`src/rtl/led_mode_ctrl_if.sv`:
```
// Key/LED bundle for the board mode controller.
// master drives the raw keys, slave is the controller.
interface led_mode_ctrl_if;
  logic [3:0] key;
  logic [3:0] led;
  logic [2:0] mode;
  logic [3:0] key_evt;
  logic       step_tick;

  modport master (
    output key,
    input  led, mode, key_evt, step_tick
  );

  modport slave (
    input  key,
    output led, mode, key_evt, step_tick
  );
endinterface

```
`src/rtl/led_mode_ctrl.sv`:
```
// Debounced 4-key mode selector driving a stepped 4-LED pattern.
// Keys toggle latched modes; patterns advance on a shared step timer.
module led_mode_ctrl #(
  parameter int DEBOUNCE_CNT = 1_000_000,
  parameter int STEP_CNT     = 10_000_000
) (
  input logic           sys_clk,
  input logic           rst_n,
  led_mode_ctrl_if.slave bus
);

  localparam int DW = $clog2(DEBOUNCE_CNT);
  localparam int SW = $clog2(STEP_CNT);
  localparam logic [DW-1:0] DB_MAX = DW'(DEBOUNCE_CNT - 1);
  localparam logic [SW-1:0] ST_MAX = SW'(STEP_CNT - 1);

  typedef enum logic [2:0] {
    IDLE    = 3'd0,
    SHIFT_L = 3'd1,
    SHIFT_R = 3'd2,
    BLINK   = 3'd3,
    ALL_ON  = 3'd4
  } mode_e;

  logic [3:0]    key_s1;
  logic [3:0]    key_s2;
  logic [3:0]    stable;
  logic [3:0]    stable_d;
  logic [3:0]    key_evt_q;
  logic [DW-1:0] db_cnt [4];

  mode_e         mode_q;
  mode_e         tgt;
  mode_e         mode_nxt;
  logic          mode_chg;
  logic [SW-1:0] step_cnt;
  logic [1:0]    phase;
  logic          tick;
  logic [3:0]    led_q;
  logic [3:0]    led_nxt;

  always_ff @(posedge sys_clk or negedge rst_n) begin
    if (!rst_n) begin
      key_s1    <= 4'hF;
      key_s2    <= 4'hF;
      stable    <= 4'hF;
      stable_d  <= 4'hF;
      key_evt_q <= 4'h0;
      for (int i = 0; i < 4; i++) begin
        db_cnt[i] <= '0;
      end
    end else begin
      key_s1    <= bus.key;
      key_s2    <= key_s1;
      stable_d  <= stable;
      key_evt_q <= stable_d & ~stable;
      for (int i = 0; i < 4; i++) begin
        if (key_s2[i] == stable[i]) begin
          db_cnt[i] <= '0;
        end else if (db_cnt[i] == DB_MAX) begin
          stable[i] <= key_s2[i];
          db_cnt[i] <= '0;
        end else begin
          db_cnt[i] <= db_cnt[i] + 1'b1;
        end
      end
    end
  end

  // lowest key index wins when several presses land together
  always_comb begin
    tgt = IDLE;
    priority case (1'b1)
      key_evt_q[0]: tgt = SHIFT_L;
      key_evt_q[1]: tgt = SHIFT_R;
      key_evt_q[2]: tgt = BLINK;
      key_evt_q[3]: tgt = ALL_ON;
      default:      tgt = IDLE;
    endcase
  end

  always_comb begin
    mode_nxt = mode_q;
    if (|key_evt_q) begin
      mode_nxt = (mode_q == tgt) ? IDLE : tgt;
    end
    mode_chg = (mode_nxt != mode_q);
  end

  assign tick = (step_cnt == ST_MAX);

  always_comb begin
    led_nxt = 4'h0;
    case (mode_q)
      SHIFT_L: led_nxt = 4'b0001 << phase;
      SHIFT_R: led_nxt = 4'b1000 >> phase;
      BLINK:   led_nxt = {4{~phase[0]}};
      ALL_ON:  led_nxt = 4'hF;
      default: led_nxt = 4'h0;
    endcase
  end

  // a mode switch restarts the pattern at phase 0 with a full step
  always_ff @(posedge sys_clk or negedge rst_n) begin
    if (!rst_n) begin
      mode_q   <= IDLE;
      step_cnt <= '0;
      phase    <= 2'd0;
      led_q    <= 4'h0;
    end else begin
      mode_q <= mode_nxt;
      led_q  <= led_nxt;
      if (mode_chg) begin
        step_cnt <= '0;
        phase    <= 2'd0;
      end else if (tick) begin
        step_cnt <= '0;
        phase    <= phase + 2'd1;
      end else begin
        step_cnt <= step_cnt + 1'b1;
      end
    end
  end

  assign bus.led       = led_q;
  assign bus.mode      = mode_q;
  assign bus.key_evt   = key_evt_q;
  assign bus.step_tick = tick;

endmodule

```
`src/flat_wrapper.sv`:
```
// flat-port wrapper written by rule: the top's interface ports become plain ports
module led_mode_ctrl_flat 
#(
  parameter int DEBOUNCE_CNT = 1_000_000,
  parameter int STEP_CNT     = 10_000_000
)
  (sys_clk, rst_n, bus_key, bus_led, bus_mode, bus_key_evt, bus_step_tick);
  led_mode_ctrl_if bus_i ();
  input logic sys_clk;
  input logic rst_n;
  input wire logic [$bits(bus_i.key)-1:0] bus_key;
  output wire logic [$bits(bus_i.led)-1:0] bus_led;
  output wire logic [$bits(bus_i.mode)-1:0] bus_mode;
  output wire logic [$bits(bus_i.key_evt)-1:0] bus_key_evt;
  output wire logic [$bits(bus_i.step_tick)-1:0] bus_step_tick;
  assign bus_i.key = bus_key;
  assign bus_led = bus_i.led;
  assign bus_mode = bus_i.mode;
  assign bus_key_evt = bus_i.key_evt;
  assign bus_step_tick = bus_i.step_tick;
  led_mode_ctrl #(.DEBOUNCE_CNT(DEBOUNCE_CNT), .STEP_CNT(STEP_CNT)) u_core (.sys_clk(sys_clk), .rst_n(rst_n), .bus(bus_i));
endmodule
```
`config.mk`:
```
export PLATFORM = sky130hd
export DESIGN_NAME = led_mode_ctrl_flat
export DESIGN_NICKNAME = d
export VERILOG_FILES = /design/src/rtl/led_mode_ctrl_if.sv /design/src/rtl/led_mode_ctrl.sv /design/src/flat_wrapper.sv
export SDC_FILE = /design/constraint.sdc
export NUM_CORES = 1
export LEC_CHECK = 0
export ABC_AREA = 1
export ABC_CLOCK_PERIOD_IN_PS = 1500
export CORE_MARGIN = 8
export CORE_UTILIZATION = 45
export DETAILED_ROUTE_END_ITERATION = 12
export DONT_BUFFER_PORTS = 1
export HOLD_SLACK_MARGIN = 0.05
export SLEW_MARGIN = 20
export SYNTH_ARGS = -nofsm -noshare
export SYNTH_HDL_FRONTEND = slang
export SYNTH_SLANG_ARGS = --single-unit
```
`constraint.sdc`:
```
create_clock -name sys_clk -period 1.5 [get_ports sys_clk]
set_input_delay 0.45 -clock sys_clk [delete_from_list [all_inputs] [get_ports sys_clk]]
set_output_delay 0.45 -clock sys_clk [all_outputs]
set_load 0.03 [all_outputs]
```
==> impl_summary.log <==
[metrics] most frequently used flop master after synthesis: sky130_fd_sc_hd__dfrtp_1
[metrics] wire length per cell after detailed routing: 12.9 um
[metrics] total vias in the final route: 6,055
[metrics] Starting Density: 0.463
[metrics] clock tree from TritonCTS: yes
[metrics] clock buffers created by TritonCTS: 17
[metrics] Final min period: 2.14 ns
[metrics] # setup viols final: 10
[metrics] Worst Hold Margin: -0.274 ns
[metrics] antenna diode count: 0
[metrics] leading cell type in the layout, fill and taps excluded: sky130_fd_sc_hd__nand2_1
[metrics] vias in the first global route: 5,789
[metrics] Hold Buf Count CTS: 4
[metrics] die width: 141 um
[metrics] number of synthesized flops with an enable pin: 0
[metrics] clock transition at the register clock pins on the worst setup and hold paths after CTS: 0.06 ns
[metrics] launching element of the worst setup path: u_core.step_cnt[14]
[metrics] Synth Area per Inst: 7.71 um2
[metrics] layout overhead on the synthesized area: 28.7%
[metrics] antenna violations before repair: 0
[metrics] pins over their slew limit: 0
[metrics] area of the core: 15,300 um2
[metrics] number of iterations in the first detailed-routing pass: 5
[metrics] part of the cycle the worst path needs: 1.43
[metrics] Required @ worst endpoint: 1.05 ns
[metrics] setup repair after global routing missed its margin: yes
[metrics] maximum number of pins on one net before global-route repair: 134
[metrics] flip-flop and latch count after synthesis: 133
[metrics] fraction of the yosys area taken by sequential cells: 0.474
[metrics] Async SR Flop Fraction: 1.00
[metrics] number of unique standard cell types used by synthesis: 32
[metrics] achievable frequency: 0.466 GHz
[metrics] count of buffers from port buffering: 0
[metrics] Total Die Area: 20,000 um2
[metrics] overall die height: 141 um
[metrics] worst hold path type: in2async
[metrics] placer congestion estimate: 0.869
[metrics] highest-count cells in the layout ignoring fill and taps: 196 x sky130_fd_sc_hd__nand2_1, 192 x sky130_fd_sc_hd__nor2_1, 113 x sky130_fd_sc_hd__dfrtp_1
[metrics] largest fanout on the critical path: 2
[metrics] starting DRC count in detailed routing: 357
[metrics] data arrival time of the worst path: 1.69 ns
[metrics] first-pass GRT wire length: 26,900 um
[metrics] number of standard-cell rows in the floorplan: 45
[metrics] violated checks: hold timing, setup timing
[metrics] Final Hold Vio Count: 133
[metrics] pwr dens: 857 nW/um2
[metrics] number of nets with antenna violations after detailed routing: 0
[metrics] nature of the critical path startpoint: flip-flop
[metrics] met2 usage: 0.282
[metrics] GR Layer Usage met1: 0.205
[metrics] number of cells produced by synthesis: 916
[metrics] global routing's busiest layer: met2
[metrics] Critical R2R Launch: u_core.step_cnt[1]
[metrics] Post-Synthesis Net Count: 931
[metrics] maximum level of the CTS H-tree: 4
[metrics] leakage power: 0.00390 uW
[metrics] Setup crit end kind: primary output
[metrics] sequential cell area: 3350 um2
[metrics] Tot Pwr: 7780 uW
[metrics] global-route congestion overflow total: 0
[metrics] net total in the final layout: 1,041
[metrics] type of the setup path with the least slack: reg2out
[metrics] filler cell count: 1,305
[metrics] Least-Margin Pin Slew: 0.461 ns
[metrics] final HPWL from detailed placement: 11,000 um
[metrics] area of combinational cells with multiple inputs: 3760 um2
[metrics] I/O pin count: 18
[metrics] post-route clock skew: 0.00705 ns
[metrics] final WL: 16,200 um
[metrics] Slew headroom: 0.690
[metrics] vias per cell: 4.84
[metrics] number of max-cap violations: 0
[metrics] buffers from clock root to sink, at most: 2
[metrics] Num Clock Sinks: 133
[metrics] root buffer cell: sky130_fd_sc_hd__clkbuf_16
[metrics] GR Util met3: 0.0409
[metrics] final setup margin: -0.645 ns
[metrics] status: finished, violations left
[metrics] peak ir drop on the vdd network: 0.800 mV
[metrics] Total Neg Setup Slack: -0.855 ns
[metrics] detailed-route DRC error count: 0
[metrics] layout cell share with drive strength beyond 1: 0.243
[metrics] clock latency reported for the late side of the worst-skew pair: 0.42 ns
[metrics] summed instance area of the synthesized netlist: 7060 um2
[metrics] Yosys Warn Count: 0
[metrics] global-route usage over all layers: 0.167
[worst max-delay path, stage by stage (launching register included)]
cell	delay, ns
sky130_fd_sc_hd__dfrtp_1	0.41
sky130_fd_sc_hd__nor2_4	0.13
sky130_fd_sc_hd__nand3_2	0.08
sky130_fd_sc_hd__nor2_2	0.12
sky130_fd_sc_hd__nand4_1	0.15
sky130_fd_sc_hd__nor3_4	0.25
sky130_fd_sc_hd__buf_12	0.14
[stage by stage]
step / hold slack, ns / setup WS, ns / utilization / instance area [um2] / std cells
2_1_floorplan: 0.154 / -0.104 / - / 7090 / 916
3_3_place_gp: 0.158 / -0.259 / 0.517 / 7890 / 1197
3_5_place_dp: 0.157 / -0.267 / 0.517 / 7890 / 1197
4_1_cts: -0.296 / -0.691 / 0.568 / 8670 / 1237
5_1_grt: -0.302 / -0.745 / 0.595 / 9080 / 1250
6_report: -0.274 / -0.645 / 0.595 / 9080 / 1250
[layout make-up]
| type | instances | share of cell area |
|---|---|---|
| Multi-Input combinational cell | 683 | 0.414 |
| Inverter | 97 | 0.0404 |
| Sequential cell | 133 | 0.369 |
| Clock buffer | 19 | 0.0488 |
| Clock inverter | 13 | 0.0131 |
| Tap cell | 211 | 0.0291 |
| Timing Repair Buffer | 94 | 0.0853 |
[cell usage after synthesis (2+ instances only)]
cell                       instances  area [um2]
sky130_fd_sc_hd__ha_1              9         113
sky130_fd_sc_hd__xnor2_1          16         140
sky130_fd_sc_hd__o21bai_1          3        22.5
sky130_fd_sc_hd__clkbuf_1          3        11.3
sky130_fd_sc_hd__dfrtp_1         117        2930
sky130_fd_sc_hd__nor2_2           18         113
sky130_fd_sc_hd__dfstp_2          16         420
sky130_fd_sc_hd__nand3b_1          6        45.0
sky130_fd_sc_hd__nand4_1          24         150
sky130_fd_sc_hd__xor2_1           43         377
sky130_fd_sc_hd__a21oi_1          10        50.1
sky130_fd_sc_hd__nand3_1          72         360
sky130_fd_sc_hd__nand2_2           6        37.5
sky130_fd_sc_hd__nand2_1         208         781
sky130_fd_sc_hd__nor3b_1           3        22.5
sky130_fd_sc_hd__nor2_4            2        22.5
sky130_fd_sc_hd__nor2_1          220         826
sky130_fd_sc_hd__o21ai_0          10        50.1
sky130_fd_sc_hd__inv_1            93         349
sky130_fd_sc_hd__inv_2             3        11.3
sky130_fd_sc_hd__nor3_1           23         115
[per-layer routing]
layer | vias up | wire length [um]
met1 | 2829 | 7280
met4 | 0 | 205
met5 | - | 0
met3 | 19 | 552
met2 | 103 | 8120
li1 | 3104 | -
[logic make-up (layout without fill, tap and decap cells)]
| kind of cell | after synthesis | count (layout) | share of synthesized area |
|---|---|---|---|
| simple gates | 590 | 591 | 0.362 |
| flops | 133 | 133 | 0.474 |
| buf+inv | 101 | 223 | 0.0560 |
| xor+xnor | 59 | 59 | 0.0732 |
| compound gates | 24 | 24 | 0.0183 |
| fa+ha+maj | 9 | 9 | 0.0160 |
[sequential cells by signal, summed over array words and instances, names as in the netlist]
| signal | flops |
|---|---|
| u_core.bus.key_evt | 4 |
| u_core.bus.led | 4 |
| u_core.bus.mode | 3 |
| u_core.db_cnt | 80 |
| u_core.key_s1 | 4 |
| u_core.key_s2 | 4 |
| u_core.phase | 2 |
| u_core.stable | 4 |
| u_core.stable_d | 4 |
| u_core.step_cnt | 24 |
[worst paths after layout]
| check | end | slack, ns | cells after the start |
|---|---|---|---|
| min in group sys_clk | u_core.key_s2[0] | 0.35 | 0 |
| max reg2reg | u_core.phase[0] | -0.07 | 10 |
| min | u_core.db_cnt[1] | -0.27 | 0 |
| min reg2reg | u_core.key_s2[0] | 0.35 | 0 |
| max in group asynchronous | u_core.stable_d[2] | 1.56 | 0 |
| max | bus_step_tick | -0.64 | 6 |
[report_power, final]
group          internal (uW)  total [uW]  switching [uW]  leakage [uW]
logic                   67.8         155            87.5       0.00186
registers               3640        3660            25.2       0.00177
clock network           2340        3960            1630      0.000267
[repair_timing]
item	in CTS	in global routing
setup endpoints to repair	26	76
endpoints found under the hold margin	137	133
setup buffers	3	14
pin swaps	8	31
gates resized for setup	35	85
cloned	1	0
No activity file was read; power rests on OpenSTA's default activity.
